$ cat src/rtl/interp_feed_pacer.sv
`default_nettype none
// ============================================================================
// Module      : interp_feed_pacer
// Description : FIFO-buffered pacer that presents one sample every UPFACTOR
//               clocks to the interpolator and appends NFLUSH zero samples
//               after each last-flagged sample. Define PACER_UFLOW_CNT_EN to
//               add a saturating underflow counter port.
// Revision    : 1.0 - initial release
// ============================================================================
module interp_feed_pacer #(
   parameter int IW       = 16,
   parameter int UPFACTOR = 5,
   parameter int DEPTH    = 16,
   parameter int PRIME    = 2,
   parameter int NFLUSH   = 30
) (
   input  logic                          i_clk,
   input  logic                          i_reset_n,
   input  logic                          i_valid,
   output logic                          o_ready,
   input  logic [IW-1:0]                 i_data,
   input  logic                          i_last,
   output logic                          o_ce,
   output logic [IW-1:0]                 o_sample,
   output logic [$clog2(UPFACTOR)-1:0]   o_phase,
   output logic                          o_busy,
   output logic                          o_underflow,
   output logic [$clog2(DEPTH+1)-1:0]    o_level
`ifdef PACER_UFLOW_CNT_EN
   ,
   output logic [15:0]                   o_uflow_cnt
`endif
);

   localparam int PHW = $clog2(UPFACTOR);
   localparam int PW  = $clog2(DEPTH);
   localparam int LW  = $clog2(DEPTH+1);
   localparam int FW  = $clog2(NFLUSH+1);

   localparam logic [PHW-1:0] c_PH_LAST    = PHW'(UPFACTOR-1);
   localparam logic [LW-1:0]  c_DEPTH      = LW'(DEPTH);
   localparam logic [LW-1:0]  c_PRIME      = LW'(PRIME);
   localparam logic [FW-1:0]  c_FLUSH_INIT = FW'(NFLUSH-1);

   typedef enum logic [1:0] {
      S_IDLE  = 2'd0,
      S_RUN   = 2'd1,
      S_FLUSH = 2'd2
   } state_t;

   state_t             r_state;
   logic [PHW-1:0]     r_phase;
   logic [IW-1:0]      r_sample;
   logic               r_cur_last;
   logic [FW-1:0]      r_flush_cnt;
   logic               r_ce;
   logic               r_underflow;

   logic [IW:0]        r_mem [DEPTH];
   logic [PW-1:0]      r_wr_ptr;
   logic [PW-1:0]      r_rd_ptr;
   logic [LW-1:0]      r_level;
   logic [LW-1:0]      r_last_cnt;

   logic               w_push;
   logic               w_pop;
   logic               w_start;
   logic               w_wrap;
   logic               w_nonempty;
   logic               w_last_pend;
   logic [IW:0]        w_head;

   assign o_ready     = (r_level != c_DEPTH);
   assign w_push      = i_valid && o_ready;
   assign w_nonempty  = (r_level != '0);
   assign w_head      = r_mem[r_rd_ptr];
   assign w_wrap      = (r_phase == c_PH_LAST);
   // Count of buffered last-flagged entries; robust when several bursts queue up.
   assign w_last_pend = (r_last_cnt != '0);
   assign w_start     = (r_state == S_IDLE) && ((r_level >= c_PRIME) || w_last_pend);
   assign w_pop       = w_start ||
                        ((r_state == S_RUN) && w_wrap && !r_cur_last && w_nonempty);

   always_ff @(posedge i_clk) begin
      if (w_push) begin
         r_mem[r_wr_ptr] <= {i_last, i_data};
      end
   end

   always_ff @(posedge i_clk or negedge i_reset_n) begin
      if (!i_reset_n) begin
         r_wr_ptr   <= '0;
         r_rd_ptr   <= '0;
         r_level    <= '0;
         r_last_cnt <= '0;
      end else begin
         if (w_push) r_wr_ptr <= r_wr_ptr + 1'b1;
         if (w_pop)  r_rd_ptr <= r_rd_ptr + 1'b1;
         case ({w_push, w_pop})
            2'b10:   r_level <= r_level + 1'b1;
            2'b01:   r_level <= r_level - 1'b1;
            default: r_level <= r_level;
         endcase
         case ({w_push && i_last, w_pop && w_head[IW]})
            2'b10:   r_last_cnt <= r_last_cnt + 1'b1;
            2'b01:   r_last_cnt <= r_last_cnt - 1'b1;
            default: r_last_cnt <= r_last_cnt;
         endcase
      end
   end

   always_ff @(posedge i_clk or negedge i_reset_n) begin
      if (!i_reset_n) begin
         r_state     <= S_IDLE;
         r_phase     <= '0;
         r_sample    <= '0;
         r_cur_last  <= 1'b0;
         r_flush_cnt <= '0;
         r_ce        <= 1'b0;
         r_underflow <= 1'b0;
      end else begin
         r_underflow <= 1'b0;
         case (r_state)
            S_IDLE: begin
               if (w_start) begin
                  r_sample   <= w_head[IW-1:0];
                  r_cur_last <= w_head[IW];
                  r_phase    <= '0;
                  r_ce       <= 1'b1;
                  r_state    <= S_RUN;
               end
            end
            S_RUN: begin
               if (w_wrap) begin
                  r_phase <= '0;
                  if (r_cur_last) begin
                     r_sample    <= '0;
                     r_cur_last  <= 1'b0;
                     r_flush_cnt <= c_FLUSH_INIT;
                     r_state     <= S_FLUSH;
                  end else if (w_nonempty) begin
                     r_sample   <= w_head[IW-1:0];
                     r_cur_last <= w_head[IW];
                  end else begin
                     r_sample    <= '0;
                     r_underflow <= 1'b1;
                  end
               end else begin
                  r_phase <= r_phase + 1'b1;
               end
            end
            S_FLUSH: begin
               if (w_wrap) begin
                  r_phase <= '0;
                  if (r_flush_cnt == '0) begin
                     r_ce    <= 1'b0;
                     r_state <= S_IDLE;
                  end else begin
                     r_flush_cnt <= r_flush_cnt - 1'b1;
                  end
               end else begin
                  r_phase <= r_phase + 1'b1;
               end
            end
            default: begin
               r_state  <= S_IDLE;
               r_phase  <= '0;
               r_sample <= '0;
               r_ce     <= 1'b0;
            end
         endcase
      end
   end

`ifdef PACER_UFLOW_CNT_EN
   logic [15:0] r_uflow_cnt;
   logic        w_uflow_evt;

   // Counts in step with the pulse being raised, so both appear on the same edge.
   assign w_uflow_evt = (r_state == S_RUN) && w_wrap && !r_cur_last && !w_nonempty;

   always_ff @(posedge i_clk or negedge i_reset_n) begin
      if (!i_reset_n) begin
         r_uflow_cnt <= '0;
      end else if (w_uflow_evt && (r_uflow_cnt != 16'hFFFF)) begin
         r_uflow_cnt <= r_uflow_cnt + 1'b1;
      end
   end

   assign o_uflow_cnt = r_uflow_cnt;
`endif

   assign o_ce        = r_ce;
   assign o_sample    = r_sample;
   assign o_phase     = r_phase;
   assign o_busy      = (r_state != S_IDLE);
   assign o_underflow = r_underflow;
   assign o_level     = r_level;

endmodule
`default_nettype wire

$ cat config.mk
export PLATFORM = sky130hd
export DESIGN_NAME = interp_feed_pacer
export DESIGN_NICKNAME = d
export VERILOG_FILES = /design/src/rtl/interp_feed_pacer.sv
export SDC_FILE = /design/constraint.sdc
export NUM_CORES = 1
export LEC_CHECK = 0
export ABC_AREA = 1
export CORE_MARGIN = 3
export CORE_UTILIZATION = 50
export DETAILED_ROUTE_END_ITERATION = 10
export GPL_TIMING_DRIVEN = 0
export HOLD_SLACK_MARGIN = 0.15
export PLACE_DENSITY_LB_ADDON = 0.12
export SLEW_MARGIN = 20
export SYNTH_ARGS = -nofsm -noshare
export SYNTH_HDL_FRONTEND = slang
export SYNTH_SLANG_ARGS = --single-unit
$ cat constraint.sdc
create_clock -name i_clk -period 2.96 [get_ports i_clk]
set_clock_uncertainty 0.05 [all_clocks]
set_input_delay 0.296 -clock i_clk [delete_from_list [all_inputs] [get_ports i_clk]]
set_output_delay 0.296 -clock i_clk [all_outputs]
set_load 0.1 [all_outputs]
Word-level counts from Yosys, hierarchy flattened
Memories as Yosys holds them, arrays and structs flattened.
Cells that the tools add are included.
{"block": "totals", "regBits": 47, "memories": 1, "output_inout_bits": 28, "elab_cells": 98, "mem_bits_rw": 272, "inputBits": 20}
{"block": "op_classes", "n_addsub": 8, "n_bitwise": 2, "n_eq_ne": 14, "mux": 36, "n_reduce_logical": 25, "magnitude_cmp": 1}
{"memory": "r_mem", "depth": 16, "word_bits": 17, "read_ports": 1, "rd_clocked_by_memory_dff": 0, "wr": 1, "line_no": "59", "source": "logic [IW:0] r_mem [DEPTH];"}
{"operator": "16-bit two-way mux", "count": 4}
{"operator": "16-bit one-hot mux with 3 select lines", "count": 1}
{"operator": "5-bit one-hot mux with 2 select lines", "count": 3}
{"operator": "5-bit two-way mux", "count": 4}
{"operator": "5-bit by 1-bit subtractor with 5-bit output, second input constant", "count": 3}
{"operator": "1-bit two-way mux", "count": 13}
{"operator": "2-bit != test, second input constant", "count": 6}
{"operator": "5-bit by 1-bit adder with 5-bit output, second input constant", "count": 2}
{"operator": "2-bit two-way mux", "count": 5}
{"operator": "5-bit AND reduction", "count": 2}
{"operator": "2-bit nonzero test", "count": 5}
{"operator": "5-bit nonzero test", "count": 2}
{"operator": "4-bit by 1-bit adder with 4-bit output, second input constant", "count": 2}
{"operator": "1-bit logical AND", "count": 7}
{"operator": "2-bit by 1-bit == test with 1-bit output, second input constant", "count": 3}
{"operator": "2-bit == test, second input constant", "count": 3}
{"operator": "3-bit two-way mux", "count": 2}
{"operator": "2-bit one-hot mux with 3 select lines", "count": 1}
{"operator": "3-bit one-hot mux with 2 select lines", "count": 1}
{"operator": "3-bit AND reduction", "count": 2}
{"operator": "5-bit by 2-bit greater-or-equal comparator with 1-bit output, second input constant", "count": 1}
{"operator": "5-bit zero test", "count": 1}
{"operator": "5-bit != test, second input constant", "count": 1}
{"operator": "4-bit AND reduction", "count": 1}
{"operator": "9 further kinds", "count": 11}

Depth between registers and ports, before layout
{"block": "logic_depth", "word_depth": 8, "depth_mapped": 18, "mapped_depth_nobuf": 17}

Worst setup path after synthesis
Ideal clock, no wire load.
{"block": "synth_path", "path_kind": "reg-to-reg", "startpoint": "register r_level[4] (netlist: o_level[4])", "endpoint": "register r_last_cnt[4]", "setup_time_ps": 65, "t_required_ps": 2845, "synth_period_minus_slack_ps": 3795, "path_slack_ps": -835, "n_path_buf": 0, "path_stages_with_launch": 15, "t_arrival_ps": 3680, "cell_sequence": "dfrtp_1 > nand3_1 > nand2_1 > inv_1 > nand2_1 > ha_1 > xor2_1 > ha_1 > inv_1 > nand2_1 > nand3_1 > nand2_1 > xor2_1 > nand2_1 > nand2_1"}
{"block": "synth_between", "elab_cells_between_ends": 14, "classes_between": "order compare (1); eq/ne (3); mux (1); reduce/logical (9)"}
{"element": "start, declared", "line_no": "62", "source": "logic [LW-1:0] r_level;"}
{"element": "start signal, assigned", "line_no": "100", "source": "2'b10: r_level <= r_level + 1'b1;"}
{"element": "start signal, assigned", "line_no": "101", "source": "2'b01: r_level <= r_level - 1'b1;"}
{"element": "start signal, assigned", "line_no": "102", "source": "default: r_level <= r_level;"}
{"element": "5-bit != test (*)", "line_no": "73", "source": "assign o_ready = (r_level != c_DEPTH);"}
{"element": "named net o_ready", "line_no": "20", "source": "output logic o_ready,"}
{"element": "1-bit logical AND (*)", "line_no": "74", "source": "assign w_push = i_valid && o_ready;"}
{"element": "1-bit logical AND (*)", "line_no": "104", "source": "case ({w_push && i_last, w_pop && w_head[IW]})"}
{"element": "2-bit by 1-bit == test with 1-bit output or 2-bit == test (tied branches)", "line_no": "104"}
{"element": "5-bit one-hot mux with 2 select lines or 2-bit nonzero test (tied branches)"}
{"element": "end signal, assigned", "line_no": "105", "source": "2'b10: r_last_cnt <= r_last_cnt + 1'b1;"}
{"element": "end signal, assigned", "line_no": "106", "source": "2'b01: r_last_cnt <= r_last_cnt - 1'b1;"}
{"element": "end signal, assigned", "line_no": "107", "source": "default: r_last_cnt <= r_last_cnt;"}
{"element": "end, declared", "line_no": "63", "source": "logic [LW-1:0] r_last_cnt;"}
Mark *: on every way through the listed nets, which the timed path passes. The rest lies on a longest branch.
A chain may end at the register's enable or synchronous reset.

Worst setup path after layout
{"block": "layout_path", "startpoint": "register r_rd_ptr[3]", "endpoint": "register r_last_cnt[4]"}
{"block": "layout_between", "elab_chain_len": 4, "elab_cells_between_ends": 6, "classes_between": "eq/ne (2); mux (1); reduce/logical (2); memory (1)"}
{"element": "start, declared", "line_no": "61", "source": "logic [PW-1:0] r_rd_ptr;"}
{"element": "start signal, assigned", "line_no": "98", "source": "if (w_pop) r_rd_ptr <= r_rd_ptr + 1'b1;"}
{"element": "memory 16 x 17 bit (*)"}
{"element": "1-bit logical AND (*)", "line_no": "104"}
{"element": "2-bit by 1-bit == test with 1-bit output or 2-bit == test (tied branches)", "line_no": "104"}
{"element": "5-bit one-hot mux with 2 select lines or 2-bit nonzero test (tied branches)"}
Mark *: on every way between the ends. The rest lies on a longest branch, timed or not.

==> reports/qor.txt <==
Die Y: 174.2 µm
met2 usage: 0.3941
crit path kind: register to register
Max Root-Sink Buffers: 3
hpwl dp: 22980 µm
Post-DP Area: 15220 µm²
port bufs: 47
worst slew pin tran: 988.9 ps
met1 Track Usage GR: 0.3472
Multi-input gate area: 3867 µm²
Worst Path Max Fanout: 10
Final Max Slew Viols: 0
max cap viols: 0
Worst setup SP type: register
initial antenna violation count: 0
IO Count: 48
CP Launch Point: r_rd_ptr[3]
post-synthesis cell area: 14150 µm²
Max H-tree Level: 2
Worst EP arrival: 3210 ps
synthesized area per cell: 10.12 µm²
average vias per placed instance: 5.265
Setup crit end: r_last_cnt[4]
global route hottest layer: met2
Worst-path clk slew: 60 ps
Tot Pwr: 0.01788 W
synth unique cells: 36
RSZ-0062 raised after global routing: true
chip width: 174.2 µm
Setup crit end kind: register
layout cell share with drive strength beyond 1: 0.08814
placer congestion estimate: 0.8142
Required @ worst endpoint: 3360 ps
Syn. warnings: 0
first-pass GRT wire length: 56240 µm
Register-to-Register Path Depth: 14
total leakage power: 7.085 nW
cell area after layout: 16410 µm²
drt first pass iters: 7
hold_ws: 308.1 ps
FP Rows: 60
met3 usage: 0.03713
Initial Util: 0.5165
final setup vio count: 0
via count: 9903
number of CTS-inserted buffers: 35
vias in the first global route: 9469
CORE AREA: 27400 µm²
worst min-delay path category: input port to async pin
Layout Nets: 1527
worst reg2reg setup slack: 150 ps
Peak VDD IR: 528.4 µV
diode count: 0
relative slew slack: 0.3387
fillers: 2216
post-synthesis cell count: 1398
largest net degree at the start of global routing: 48
final hold vios: 0
Reg-to-Reg End: r_last_cnt[4]
start of the worst register-to-register path: r_rd_ptr[3]
P&R area growth vs syn: 15.92%
Synth Net Count: 1441
clk sinks: 319
Final period util: 0.9505
ANT nets after route: 0
register area share after synthesis: 0.6602
drt initial violations: 948
#FFs+latches synth: 319
status: finished, final reports clean
Routed WL per cell: 19.94 µm
FMAX: 355.4 MHz
Register Area: 9353 µm²
GRT Residual Overflow: 0
CTS tree: built
WL final: 37500 µm
Min Clock Period, post-route: 2813 ps
clock root cell: clkbuf_16
overall global routing resource usage: 0.2470
die area: 30360 µm²
Remaining DRCs: 0
power per cell area: 1090 nW/µm²
clock latency on the worst-skew pair: 510 ps
==> sequential cells by signal, summed over array words and instances (netlist names) <==
name and count:
r_mem 272, o_sample 16, o_level 5, r_flush_cnt 5, r_last_cnt 5, r_rd_ptr 4
r_wr_ptr 4, o_phase 3, r_state 2, o_ce 1, o_underflow 1, r_cur_last 1
==> cell families (layout without fill, tap and decap cells) <==
logic type | after synthesis | in the layout | synth area share
xor gates and xnor gates | 14 | 14 | 0.008663
buffers and inverters | 272 | 383 | 0.07735
DFF | 319 | 319 | 0.6602
adders and majority gates | 23 | 23 | 0.02086
AOI/OAI and AO/OA | 30 | 30 | 0.01158
and+or+nand+nor | 740 | 740 | 0.2214
==> layer usage <==
metal  vias to the layer above  share of wire
met4                         0          0.033
met2                       443           0.46
li1                       4699              -
met3                        94          0.093
met5                         -              0
met1                      4667           0.42
==> layout make-up <==
cell class | count | share of cell area
Clock inverter | 20 | 0.01030
Timing Repair Buffer | 49 | 0.02974
Tap cell | 372 | 0.02837
Inverter | 215 | 0.04942
Buffer | 57 | 0.01884
Sequential cell | 319 | 0.5700
Clock buffer | 42 | 0.05758
Multi-Input combinational cell | 807 | 0.2357
==> synth_stat cells <==
cell      number  area share
inv_1        211       0.056
clkinv_1       2     0.00053
and3_1         1     0.00044
o21ai_0       17      0.0060
dfrtp_1       47       0.083
nor3_1         2     0.00071
o21bai_1       1     0.00053
buf_6          1     0.00080
buf_4          9      0.0048
o21ai_1        1     0.00035
nor2_1        44       0.012
clkbuf_1      14      0.0037
nor3_2         1     0.00071
edfxtp_1     272        0.58
o211ai_1       2      0.0011
inv_2          2     0.00053
a31oi_1        1     0.00044
a21oi_1        6      0.0021
nand4_1        2     0.00088
ha_1          22       0.019
nand2_4        1     0.00080
nand3_4        1      0.0012
nand2_2        4      0.0018
fa_1           1      0.0014
nor2_2         1     0.00044
nand2_1      463        0.12
nand3b_1       5      0.0027
nor4_1         1     0.00044
a21boi_0       2      0.0011
buf_1          7      0.0019
nand3_1      211       0.075
buf_2         26      0.0092
xnor2_1        4      0.0025
or2_4          1     0.00062
xor2_1        10      0.0062
nor2_4         2      0.0016
==> cell usage in the layout (no fill, tap or decap), drive strengths merged <==
cell / instances
or2: 1
xor2: 10
a21boi: 2
fa: 1
nor4: 1
dlygate4sd3: 1
o21bai: 1
ha: 22
clkinvlp: 1
and3: 1
dlymetal6s2s: 1
nor3: 3
clkdlybuf4s50: 45
o211ai: 2
dfrtp: 47
a31oi: 1
clkbuf: 59
clkinv: 18
o21ai: 18
a21oi: 6
nand4: 2
inv: 213
buf: 42
bufinv: 3
nand3: 212
nor2: 47
nand3b: 5
edfxtp: 272
nand2: 468
xnor2: 4
==> metrics by stage <==
| stage | setup WS [ps] | utilization | cells | TNS (ps) |
|---|---|---|---|---|
| after floorplan | 78.11 | - | 1398 | 0 |
| after global placement | -301.8 | 0.5526 | 1817 | -21670 |
| after detailed placement | -205.1 | 0.5556 | 1817 | -253.7 |
| after CTS | 3.276 | 0.5969 | 1880 | 0 |
| after global routing | -58.79 | 0.5988 | 1881 | -58.79 |
| final | 146.6 | 0.5988 | 1881 | 0 |
==> power breakdown <==
group | internal, W | total [W] | switching (W)
clock network | 0.00253 | 0.00428 | 0.00174
registers | 0.00560 | 0.00592 | 0.000323
logic | 0.00208 | 0.00768 | 0.00560
total | 0.0102 | 0.0179 | 0.00766
==> worst max-delay path: stages, from the launching register on <==
cell	delay (ps)
dfrtp_1	320
buf_2	310
clkinvlp_4	400
nand3_1	280
and3_1	210
ha_2	230
xor2_1	190
ha_1	170
inv_1	40
nand2_1	90
nand3_1	80
nand2_1	80
xor2_1	170
nand2_1	60
nand2_1	60
==> worst min-delay path by stage <==
stage,cells after the start,to
5_1_grt,2,o_sample[14]
4_1_cts,2,o_sample[14]
2_1_floorplan,0,o_ce
3_3_place_gp,2,o_sample[11]
3_5_place_dp,1,o_sample[14]
6_report,2,o_sample[14]
==> repair_timing <==
item | 4_1_cts | 5_1_grt
gates cloned | 0 | 0
resized for setup | 6 | 15
setup endpoints to repair | 3 | 5
hold buffers | 1 | 0
endpoints found under the hold margin | 47 | 0
pin swaps | 0 | 1
setup buffers | 0 | 1
Note: power is estimated with default switching activity, not from simulation.
